[config.mk]
export PLATFORM = sky130hd
export DESIGN_NAME = captura_jogada
export DESIGN_NICKNAME = d
export VERILOG_FILES = /design/src/rtl/captura_jogada.sv
export SDC_FILE = /design/constraint.sdc
export NUM_CORES = 1
export LEC_CHECK = 0
export ABC_CLOCK_PERIOD_IN_PS = 2250
export BUFFER_PORTS_ARGS = -buffer_cell sky130_fd_sc_hd__buf_4
export CAP_MARGIN = 5
export CORE_MARGIN = 5
export CORE_UTILIZATION = 45
export DETAILED_ROUTE_END_ITERATION = 6
export GPL_TIMING_DRIVEN = 1
export SYNTH_ARGS = -nofsm -noshare
export SYNTH_HDL_FRONTEND = slang
export SYNTH_SLANG_ARGS = --single-unit
[constraint.sdc]
create_clock -name clock -period 2.25 [get_ports clock]
set_clock_uncertainty 0.15 [all_clocks]
set_input_delay 0.3375 -clock clock [delete_from_list [all_inputs] [get_ports clock]]
set_output_delay 0.3375 -clock clock [all_outputs]
set_load 0.05 [all_outputs]
[src/rtl/captura_jogada.sv]
// -----------------------------------------------------------------------------
// captura_jogada
//   Player-input front end for the game control unit. Synchronises and
//   debounces the answer buttons, emits a one-cycle jogada_feita pulse per
//   accepted press, stores the encoded answer index and runs the answer timer.
//
// Ports
//   clock          in   system clock, rising edge
//   reset          in   synchronous, active-high; clears all state
//   botoes         in   raw asynchronous buttons, active-high
//   zeraR          in   clear stored play (highest priority)
//   registraR      in   allow capture of the index on jogada_feita
//   zeraI          in   clear answer timer and timeout (highest priority)
//   contaI         in   answer timer count enable
//   jogada_feita   out  one-cycle pulse: new press accepted
//   jogada         out  stored answer index
//   jogada_valida  out  stored index holds a captured play
//   timeout        out  sticky: answer time expired
//   db_botoes      out  debounced button vector
// -----------------------------------------------------------------------------
module captura_jogada #(
    parameter int N_BOTOES        = 4,
    parameter int W_JOGADA        = 2,
    parameter int DEBOUNCE_CICLOS = 1000,
    parameter int TIMEOUT_CICLOS  = 5000
) (
    input  logic                clock,
    input  logic                reset,
    input  logic [N_BOTOES-1:0] botoes,
    input  logic                zeraR,
    input  logic                registraR,
    input  logic                zeraI,
    input  logic                contaI,
    output logic                jogada_feita,
    output logic [W_JOGADA-1:0] jogada,
    output logic                jogada_valida,
    output logic                timeout,
    output logic [N_BOTOES-1:0] db_botoes
);

    localparam int DB_W = $clog2(DEBOUNCE_CICLOS + 1);
    localparam int TM_W = $clog2(TIMEOUT_CICLOS + 1);
    localparam logic [DB_W-1:0] DB_LIM = DB_W'(DEBOUNCE_CICLOS - 1);
    localparam logic [TM_W-1:0] TM_LIM = TM_W'(TIMEOUT_CICLOS);

    typedef enum logic [1:0] {
        OCIOSO       = 2'b00,
        PULSO        = 2'b01,
        ESPERA_SOLTA = 2'b10
    } estado_t;

    // Lowest set index wins when several buttons are pressed together.
    function automatic logic [W_JOGADA-1:0] codifica(input logic [N_BOTOES-1:0] v);
        logic [W_JOGADA-1:0] r;
        r = '0;
        for (int i = N_BOTOES - 1; i >= 0; i--) begin
            if (v[i]) begin
                r = W_JOGADA'(i);
            end else begin
                r = r;
            end
        end
        return r;
    endfunction

    logic [N_BOTOES-1:0] sync1_q;
    logic [N_BOTOES-1:0] sync2_q;
    logic [N_BOTOES-1:0] db_q;
    logic [DB_W-1:0]     db_cnt_q [N_BOTOES];
    logic [1:0]          prim_q;
    logic                bloq_q;
    estado_t             estado_q;
    estado_t             estado_d;
    logic [W_JOGADA-1:0] idx_q;
    logic [W_JOGADA-1:0] idx_d;
    logic                pulso_q;
    logic [W_JOGADA-1:0] jogada_q;
    logic                valida_q;
    logic [TM_W-1:0]     tmr_q;
    logic                timeout_q;

    // Two-flop synchroniser for the raw buttons.
    always_ff @(posedge clock) begin
        if (reset) begin
            sync1_q <= '0;
            sync2_q <= '0;
        end else begin
            sync1_q <= botoes;
            sync2_q <= sync1_q;
        end
    end

    // Per-bit debounce: level is accepted after DEBOUNCE_CICLOS consecutive differing cycles.
    always_ff @(posedge clock) begin
        if (reset) begin
            db_q <= '0;
            for (int i = 0; i < N_BOTOES; i++) begin
                db_cnt_q[i] <= '0;
            end
        end else begin
            for (int i = 0; i < N_BOTOES; i++) begin
                if (sync2_q[i] != db_q[i]) begin
                    if (db_cnt_q[i] == DB_LIM) begin
                        db_q[i]     <= sync2_q[i];
                        db_cnt_q[i] <= '0;
                    end else begin
                        db_cnt_q[i] <= db_cnt_q[i] + DB_W'(1);
                    end
                end else begin
                    db_cnt_q[i] <= '0;
                end
            end
        end
    end

    // Post-reset lockout. Reset clears the synchroniser, so a button held
    // through reset would otherwise look like a fresh press. The lock is only
    // released once the synchroniser carries real samples again (prim_q == 2)
    // and both the synchronised and debounced vectors show all buttons up.
    always_ff @(posedge clock) begin
        if (reset) begin
            prim_q <= 2'd0;
            bloq_q <= 1'b1;
        end else begin
            if (prim_q != 2'd2) begin
                prim_q <= prim_q + 2'd1;
            end else begin
                prim_q <= prim_q;
            end
            if (bloq_q && (prim_q == 2'd2) && (sync2_q == '0) && (db_q == '0)) begin
                bloq_q <= 1'b0;
            end else begin
                bloq_q <= bloq_q;
            end
        end
    end

    // Press FSM next-state logic; index is latched on entry to PULSO.
    always_comb begin
        estado_d = estado_q;
        idx_d    = idx_q;
        case (estado_q)
            OCIOSO: begin
                if ((db_q != '0) && !bloq_q) begin
                    estado_d = PULSO;
                    idx_d    = codifica(db_q);
                end else begin
                    estado_d = OCIOSO;
                end
            end
            PULSO: begin
                estado_d = ESPERA_SOLTA;
            end
            ESPERA_SOLTA: begin
                if (db_q == '0) begin
                    estado_d = OCIOSO;
                end else begin
                    estado_d = ESPERA_SOLTA;
                end
            end
            default: begin
                estado_d = OCIOSO;
            end
        endcase
    end

    // Press FSM state, latched index and registered pulse output.
    always_ff @(posedge clock) begin
        if (reset) begin
            estado_q <= OCIOSO;
            idx_q    <= '0;
            pulso_q  <= 1'b0;
        end else begin
            estado_q <= estado_d;
            idx_q    <= idx_d;
            pulso_q  <= (estado_d == PULSO);
        end
    end

    // Play register: zeraR beats capture, capture beats hold.
    always_ff @(posedge clock) begin
        if (reset || zeraR) begin
            jogada_q <= '0;
            valida_q <= 1'b0;
        end else if (pulso_q && registraR) begin
            jogada_q <= idx_q;
            valida_q <= 1'b1;
        end else begin
            jogada_q <= jogada_q;
            valida_q <= valida_q;
        end
    end

    // Answer timer: saturates at TIMEOUT_CICLOS, timeout is sticky until zeraI.
    always_ff @(posedge clock) begin
        if (reset || zeraI) begin
            tmr_q     <= '0;
            timeout_q <= 1'b0;
        end else if (contaI) begin
            if (tmr_q != TM_LIM) begin
                tmr_q <= tmr_q + TM_W'(1);
            end else begin
                tmr_q <= tmr_q;
            end
            // The edge that takes the count to TIMEOUT_CICLOS also raises timeout.
            if (tmr_q >= (TM_LIM - TM_W'(1))) begin
                timeout_q <= 1'b1;
            end else begin
                timeout_q <= timeout_q;
            end
        end else begin
            tmr_q     <= tmr_q;
            timeout_q <= timeout_q;
        end
    end

    assign jogada_feita  = pulso_q;
    assign jogada        = jogada_q;
    assign jogada_valida = valida_q;
    assign timeout       = timeout_q;
    assign db_botoes     = db_q;

endmodule

* After elaboration in Yosys (flattened, before gate mapping) *
Memories as Yosys holds them, arrays and structs flattened.
Index checks and enable logic that the tools add are counted.

word-level totals
  RAM bits = 40
  output and inout port bits = 9
  input port bits = 10
  memories = 1
  flip-flop bits (word level) = 37

cells by class
  equality and inequality tests = 14
  bitwise operators = 12
  $add $sub $neg = 6
  reduce and logical (&&, ||, !) cells = 19
  $lt $le $gt $ge = 1
  muxes and demuxes = 65

memories
  name      words  width  rd ports  clocked after memory_dff  wr ports  RTL line  source
  db_cnt_q  4      10     4         0                         4         69        logic [DB_W-1:0] db_cnt_q [N_BOTOES];

operators with widths
  kind                                                                    number
  10-bit 2-to-1 mux                                                       12
  1-bit 2-to-1 mux                                                        47
  10-bit by 1-bit adder with 10-bit output (second input constant)        4
  10-bit equality test (second input constant)                            4
  2-bit AND reduction                                                     7
  13-bit by 1-bit adder with 13-bit output (second input constant)        1
  13-bit greater-or-equal comparator (second input constant)              1
  13-bit != test (second input constant)                                  1
  1-bit bitwise OR                                                        12
  2-bit 2-to-1 mux                                                        5
  4-bit zero test                                                         2
  2-bit one-hot mux with 3 select lines                                   1
  1-bit logical AND                                                       5
  2-bit by 1-bit equality test with 1-bit output (second input constant)  2
  2-bit equality test (second input constant)                             2
  1-bit != test                                                           4
  4-bit nonzero test                                                      1
  2-bit by 1-bit adder with 2-bit output (second input constant)          1
  2-bit zero test                                                         1
  1-bit logical OR                                                        2
  2-bit != test (second input constant)                                   1
  1-bit zero test                                                         1

* Depth between registers and ports, before layout *
Gate-level depths: netlist of the first run.
An unclocked memory read counts as a cell.

  depth after elaboration = 9
  gate-level depth with buffers = 6

* Worst setup path after synthesis of the first run *
OpenSTA, ideal clock, no wires.

  kind = reg-to-reg
  start = reg db_q[3], in the netlist db_botoes[3]
  end = reg idx_q[0]
  buffers on the path = 0
  path slack = 520 ps
  period minus slack after synthesis = 1730 ps
  data arrival time = 1452 ps
  required time = 1972 ps
  cell stages (with the launch flop) = 5
  cells stage by stage = dfxtp_1 > nor4_1 > nor4_2 > mux2i_1 > nor2_1

between the ends
  word-level cells in the longest chain between the ends = 4

RTL lines
  item                             RTL line  source
  start, declared                  68        logic [N_BOTOES-1:0] db_q;
  start signal, assigned by index  104       db_q[i] <= sync2_q[i];
  2-bit 2-to-1 mux (4 in a row)    57        if (v[i]) begin
  end signal, assigned             175       idx_q <= idx_d;
  end, declared                    74        logic [W_JOGADA-1:0] idx_q;

Several ways; a longest one is shown, not always the timed one.
A chain may end at the register's enable or synchronous reset.

==> metrics, run 1 <==
Max Clk Rate between 500 and 600 MHz; drt via density 4.732; Final setup violation count 0; number of max-cap violations 0; Seq/Total Area, Yosys 0.5381; hold endpoint jogada[0]$_SDFFE_PP0P_; Cells after DPL about 500; Synth Instances roughly 350; Int Power between 0.002 and 0.0025 W; Clk pwr share 0.357; Ys Warns 0; buffer and inverter count on the worst path 0; die height between 90 and 100 µm; outcome finished clean; Non-Filler Instances ~520; Crit Reg-Reg Startpoint db_cnt_q[1][0]$_SDFFCE_PP0P_; Flop pwr share 0.582; synth-to-layout area growth 15.15%; global-route wire length before repair ~10000 µm; Total GRT Usage 0.1280; CP peak stage delay around 380 ps; syn_area_per_cell approximately 10 µm²; Max VDD drop approximately 0.0003 V; worst hold path type in2reg; Critical Path Fanout Max 10; Vias between 2k and 2.5k; synth top area cells edfxtp_1 33%, dfxtp_1 21%, xnor2_1 7.0%; DP Wirelength roughly 4200 µm; die area ~0.0099 mm²; largest family of logic cells by synthesized area simple AND/OR/NAND/NOR gates; Yosys reg bits 77; Initial Util 0.4646; Clk pin slew, worst setup/hold paths 70 ps; CP delay by family, top simple AND/OR/NAND/NOR gates; post-layout min period approximately 1900 ps; pwr dens 655.1 mW/mm²; RSZ-0062 raised after global routing no; Core Area 0.007767 mm²; clock sinks a little under 80; hold buffer count at cts 0; Period Utilization, post-route 0.8373; nets approximately 430; Clock Latency Late Sink around 340 ps; crit path DAT around 1800 ps; TritonCTS clock tree yes; multiplexer share of the synthesized area 0.02774; Sw Ratio 0.2270; DRT iter0 DRCs a little under 60; synth unique cells 38; Setup TNS Final 0 ps; layout cell share with drive strength beyond 1 0.1031; Avg WL per Cell 11.14 µm; fraction of the mapped netlist area in adder cells 0.02427; most frequent cells in the layout 67 x nor2_1, 40 x edfxtp_1, 40 x conb_1, 37 x dfxtp_1, 29 x xnor2_1; Final Util 0.5350; largest net degree at the start of global routing 29; DRC Markers 0; kind of start point of the critical path flip-flop; CTS Root Cell clkbuf_8; r2r worst-path depth 5; n_diodes 0; Logic pwr share 0.062; relative slew slack 0.6226; synthesized area roughly 0.0036 mm²; Routed WL 5783 µm; Critical Path End Type flip-flop; largest area contributor in the netlist edfxtp_1; hold path depth 2; Synth Area in Compound Gates 0.02843; site row count 32; initial antenna violation count 0; Critical Path RT 2190 ps; Synth top area share 0.3329; commonest non-fill, non-tap cell in the layout nor2_1; GP Congestion approximately 0.78; final hold violations 0; Slew Viols, Final 0; CP max-delay cell or3_1; GRT overflow 0; Post-Synth XOR/XNOR Area 0.1117; CP Cell Sequence ha_1, nand2_1, nor4_1, or3_1, nor2_1; Sw Pwr between 0.0006 and 0.0007 W; Final ANT Viol Nets 0; top-level I/O count 19; flop2flop setup slack approximately 370 ps; postcts setup bufs 0; slew at the pin closest to its max-slew limit about 560 ps; H-tree levels 3; vias in the first global route between 2k and 2.5k; IO Port Bufs 18; 1st-pass router iterations 4; cts repair resizes 0; clock buffer depth 2; Simple-Gate Fraction of Synth Area 0.2438; DIE WIDTH between 90 and 100 µm; CTS Buf Count 9; Crit Path Category reg2reg; worst reg2reg endpoint db_cnt_q[1][3]$_SDFFCE_PP0P_; min-delay src zeraR; Leak between 1.5 and 2 nW
state kept, by name, summed over array words and instances (netlist names):
signal and flops:
jogada_valida 1, jogada_feita 1, timeout 1, sync2_q 4, prim_q 2, idx_q 2
db_botoes 4, sync1_q 4, tmr_q 13, bloq_q 1, jogada 2, estado_q 2
db_cnt_q 40
power by group through the flow:
stage          Combinational [W]  Clock [W]  Sequential (W)
2_1_floorplan           0.000135          0         0.00160
3_3_place_gp            0.000163          0         0.00161
3_5_place_dp            0.000169          0         0.00162
4_1_cts                 0.000170    0.00101         0.00158
5_1_grt                 0.000201    0.00107         0.00159
6_report                0.000168   0.000971         0.00158
synth_stat cells, drive strengths merged:
cell type / count
nor4b: 1
nor3: 20
xnor2: 29
nor4: 7
inv: 11
nand4: 12
nand2: 24
and2: 2
or3: 4
conb: 1
and3: 4
mux2i: 10
dfxtp: 37
or4: 3
xor2: 17
clkbuf: 2
nand3: 12
ha: 7
a311o: 2
o21ai: 3
a21oi: 8
o311a: 1
buf: 7
nor2: 67
nor2b: 11
or2: 1
a21o: 1
nand2b: 5
a41o: 1
edfxtp: 40
and4: 3
kinds of logic after synthesis:
family,Yosys count
and+or+nand+nor,176
DFF,77
xor gates and xnor gates,46
buffers and inverters,20
AOI/OAI and AO/OA,16
muxes,10
adders and majority gates,7
other,1
worst max-delay path by stage:
stage,from,to,slack [ps],depth (start not counted)
detailed placement,db_cnt_q[1][0]$_SDFFCE_PP0P_,db_cnt_q[1][3]$_SDFFCE_PP0P_,340,5
floorplan,db_botoes[3]$_SDFFE_PP0P_,idx_q[0]$_SDFFE_PP0P_,520,4
CTS,db_cnt_q[1][0]$_SDFFCE_PP0P_,db_cnt_q[1][3]$_SDFFCE_PP0P_,340,5
finish,db_cnt_q[1][0]$_SDFFCE_PP0P_,db_cnt_q[1][3]$_SDFFCE_PP0P_,370,5
global placement,db_cnt_q[1][0]$_SDFFCE_PP0P_,db_cnt_q[1][6]$_SDFFCE_PP0P_,380,5
global route,db_cnt_q[1][0]$_SDFFCE_PP0P_,db_cnt_q[1][9]$_SDFFCE_PP0P_,150,5
stage by stage:
stage / total power, W / worst slack (ps) / hold slack [ps] / instance area, µm²
global route: 0.002862 / 153.3 / 5.135 / 4155
detailed placement: 0.001785 / 343.6 / 277.8 / 3969
finish: 0.002722 / 366.2 / 20.39 / 4155
global placement: 0.001776 / 382.8 / 275.9 / 3969
floorplan: 0.001739 / 520.5 / 263.8 / 3755
CTS: 0.002767 / 339.4 / 5.976 / 4155
routing by layer:
metal,GRT usage,vias to the layer above,share of wire,wire length [µm]
li1,-,1301,-,-
met1,0.1817,1113,0.53,3043
met2,0.1823,32,0.42,2444
met3,0.03015,10,0.032,186
met4,0.06303,0,0.019,108
met5,0,-,0,0
area by class of cell:
type                    count  area [µm²]
clock buffers              12       166.4
clock inverters             4       20.02
fillers                   743        3612
inverters                  11       41.29
multi-input cells         295        1723
flip-flops and latches     77        1942
well taps                 102       127.6
repair buffers             18       135.1
worst reg2reg max path: cells and delay by family (launching register included):
kind	cells	cell delay, ps
flops	1	370
simple gates	4	880
fa+ha+maj	1	230
No activity file was read; power rests on OpenSTA's default activity.
==> run 2: changes to the inputs <==
--- a/config.mk
+++ b/config.mk
@@ -5,7 +5,7 @@
 export SDC_FILE = /design/constraint.sdc
 export NUM_CORES = 1
 export LEC_CHECK = 0
-export ABC_CLOCK_PERIOD_IN_PS = 2250
+export ABC_CLOCK_PERIOD_IN_PS = 1800
 export BUFFER_PORTS_ARGS = -buffer_cell sky130_fd_sc_hd__buf_4
 export CAP_MARGIN = 5
 export CORE_MARGIN = 5
==> constraint.sdc (replaced) <==
create_clock -name clock -period 1.8 [get_ports clock]
set_clock_uncertainty 0.15 [all_clocks]
set_input_delay 0.27 -clock clock [delete_from_list [all_inputs] [get_ports clock]]
set_output_delay 0.27 -clock clock [all_outputs]
set_load 0.05 [all_outputs]
==> run 2 against run 1 <==
Non-clock buffer count grew 43; global-route usage rose by 0.81 points; count of clock-buffer cells in the layout grew 3; first-iteration DRC count is 29% higher; cell count rose by 8.3%; sequential share of layout area fell by 4.1 points; register-to-register slack got worse by 290 ps; critical endpoint is now db_cnt_q[0][1]$_SDFFCE_PP0P_; highest routed layer unchanged.
==> metrics, run 2 (synthesis gave the netlist of run 1 again) <==
Setup TNS Final 0 ps; Crit Path Category reg2reg; clock buffer depth 2; nets about 470; Max VDD drop ~0.0004 V; die height approximately 100 µm; synth-to-layout area growth 26.28%; DRT iter0 DRCs 75; Max Clk Rate ~580 MHz; max FFs per register 40; CTS Root Cell clkbuf_8; commonest non-fill, non-tap cell in the layout nor2_1; Hold WS between 9 and 10 ps; die area 0.009909 mm²; GRT overflow 0; Final Util 0.5867; global-route wire length before repair between 10000 and 15000 µm; Total GRT Usage 0.1361; TritonCTS clock tree yes; metal3 WL 218 µm; drt via density approximately 4.7; worst slack, placed ~2.2 ps; Slew Viols, Final 0; DRC Markers 0; clock sinks 77; vias in the first global route between 2k and 3k; kind of start point of the critical path flip-flop; worst hold path type in2reg; Vias roughly 2.6k; RSZ-0062 raised after global routing no; Core Area around 0.008 mm²; Top Registers db_cnt_q x40, tmr_q x13; GP Congestion roughly 0.8; number of max-cap violations 0; Clk pin slew, worst setup/hold paths around 70 ps; Design Power around 0.0034 W; post-layout min period between 1500 and 2000 ps; Critical Path End Type flip-flop; metal1 wirelength around 3300 µm; Leak roughly 1.7 nW; Clock Latency Late Sink between 300 and 400 ps; pwr dens around 750 mW/mm²; layout cell share with drive strength beyond 1 0.1913; n_diodes 0; Final setup violation count 0; Routed WL between 6000 and 7000 µm; Critical Path Fanout Max 3; DIE WIDTH 99.55 µm; CTS Buf Count 9; post-route worst setup slack about 74 ps; crit path DAT about 1700 ps; outcome finished clean; most frequent cells in the layout 67 x nor2_1, 57 x buf_4, 40 x edfxtp_1, 40 x conb_1, 35 x dfxtp_1; Critical Path RT approximately 1700 ps; Biggest register db_cnt_q; H-tree levels 3; IO Port Bufs 18; 1st-pass router iterations 4; Period Utilization, post-route 0.9590; site row count 32; max layer used met4; Avg WL per Cell roughly 12 µm; Final ANT Viol Nets 0; final hold violations 0; met2 WL 2870 µm; DP Wirelength 4600 µm; Initial Util 0.4646; initial antenna violation count 0; largest net degree at the start of global routing 15; top-level I/O count 19
run 2: changes by cell type in the layout (fill, tap and decap cells not counted), moves of 3 or more:
cell	previous run	this run
buf_4	18	57
clkbuf_1	1	4
clkinv_2	4	1
dlygate4sd3_1	0	3
nand2_2	3	0
run 2: layout make-up:
cell class	instances	area [µm²]
Multi-Input combinational cell	295	1794
Clock buffer	15	166.4
Clock inverter	1	5.005
Sequential cell	77	1944
Inverter	11	41.29
Fill cell	721	3211
Tap cell	102	127.6
Timing Repair Buffer	61	478.0
run 2: layer usage:
layer,vias to the layer above,global-route usage
met5,-,0
met4,0,0.05672
met3,8,0.02735
met2,30,0.2097
met1,1202,0.1869
li1,1389,-
run 2: critical path, stage by stage, from the launching register on:
cell and delay [ps]:
edfxtp_1 400, nand4_1 140, or4_4 580, and3_2 220
run 2: report_power, final:
group          internal (W)  switching (W)
sequential          0.00192      0.0000461
clock              0.000578       0.000575
combinational      0.000139       0.000143
run 2: per-stage QoR:
step | instance area (µm²) | instances
after floorplan | 3755 | 392
after global placement | 4259 | 540
after detailed placement | 4259 | 540
after CTS | 4471 | 559
after global routing | 4557 | 562
final | 4557 | 562
run 2: timing repair:
action	4_1_cts	5_1_grt
endpoints found under the setup margin	6	42
pin swaps	0	6
hold buffers	3	0
setup buffers	0	3
gates resized for setup	2	12
endpoints found under the hold margin	5	0
run 2: worst paths after layout:
path / startpoint / to / slack (ps) / depth (start not counted)
max: db_cnt_q[0][8]$_SDFFCE_PP0P_ / db_cnt_q[0][1]$_SDFFCE_PP0P_ / 70 / 3
min reg2reg: sync1_q[1]$_SDFF_PP0_ / sync2_q[1]$_SDFF_PP0_ / 290 / 1
min: botoes[0] / sync1_q[0]$_SDFF_PP0_ / 10 / 2
max reg2reg: db_cnt_q[0][8]$_SDFFCE_PP0P_ / db_cnt_q[0][1]$_SDFFCE_PP0P_ / 70 / 3
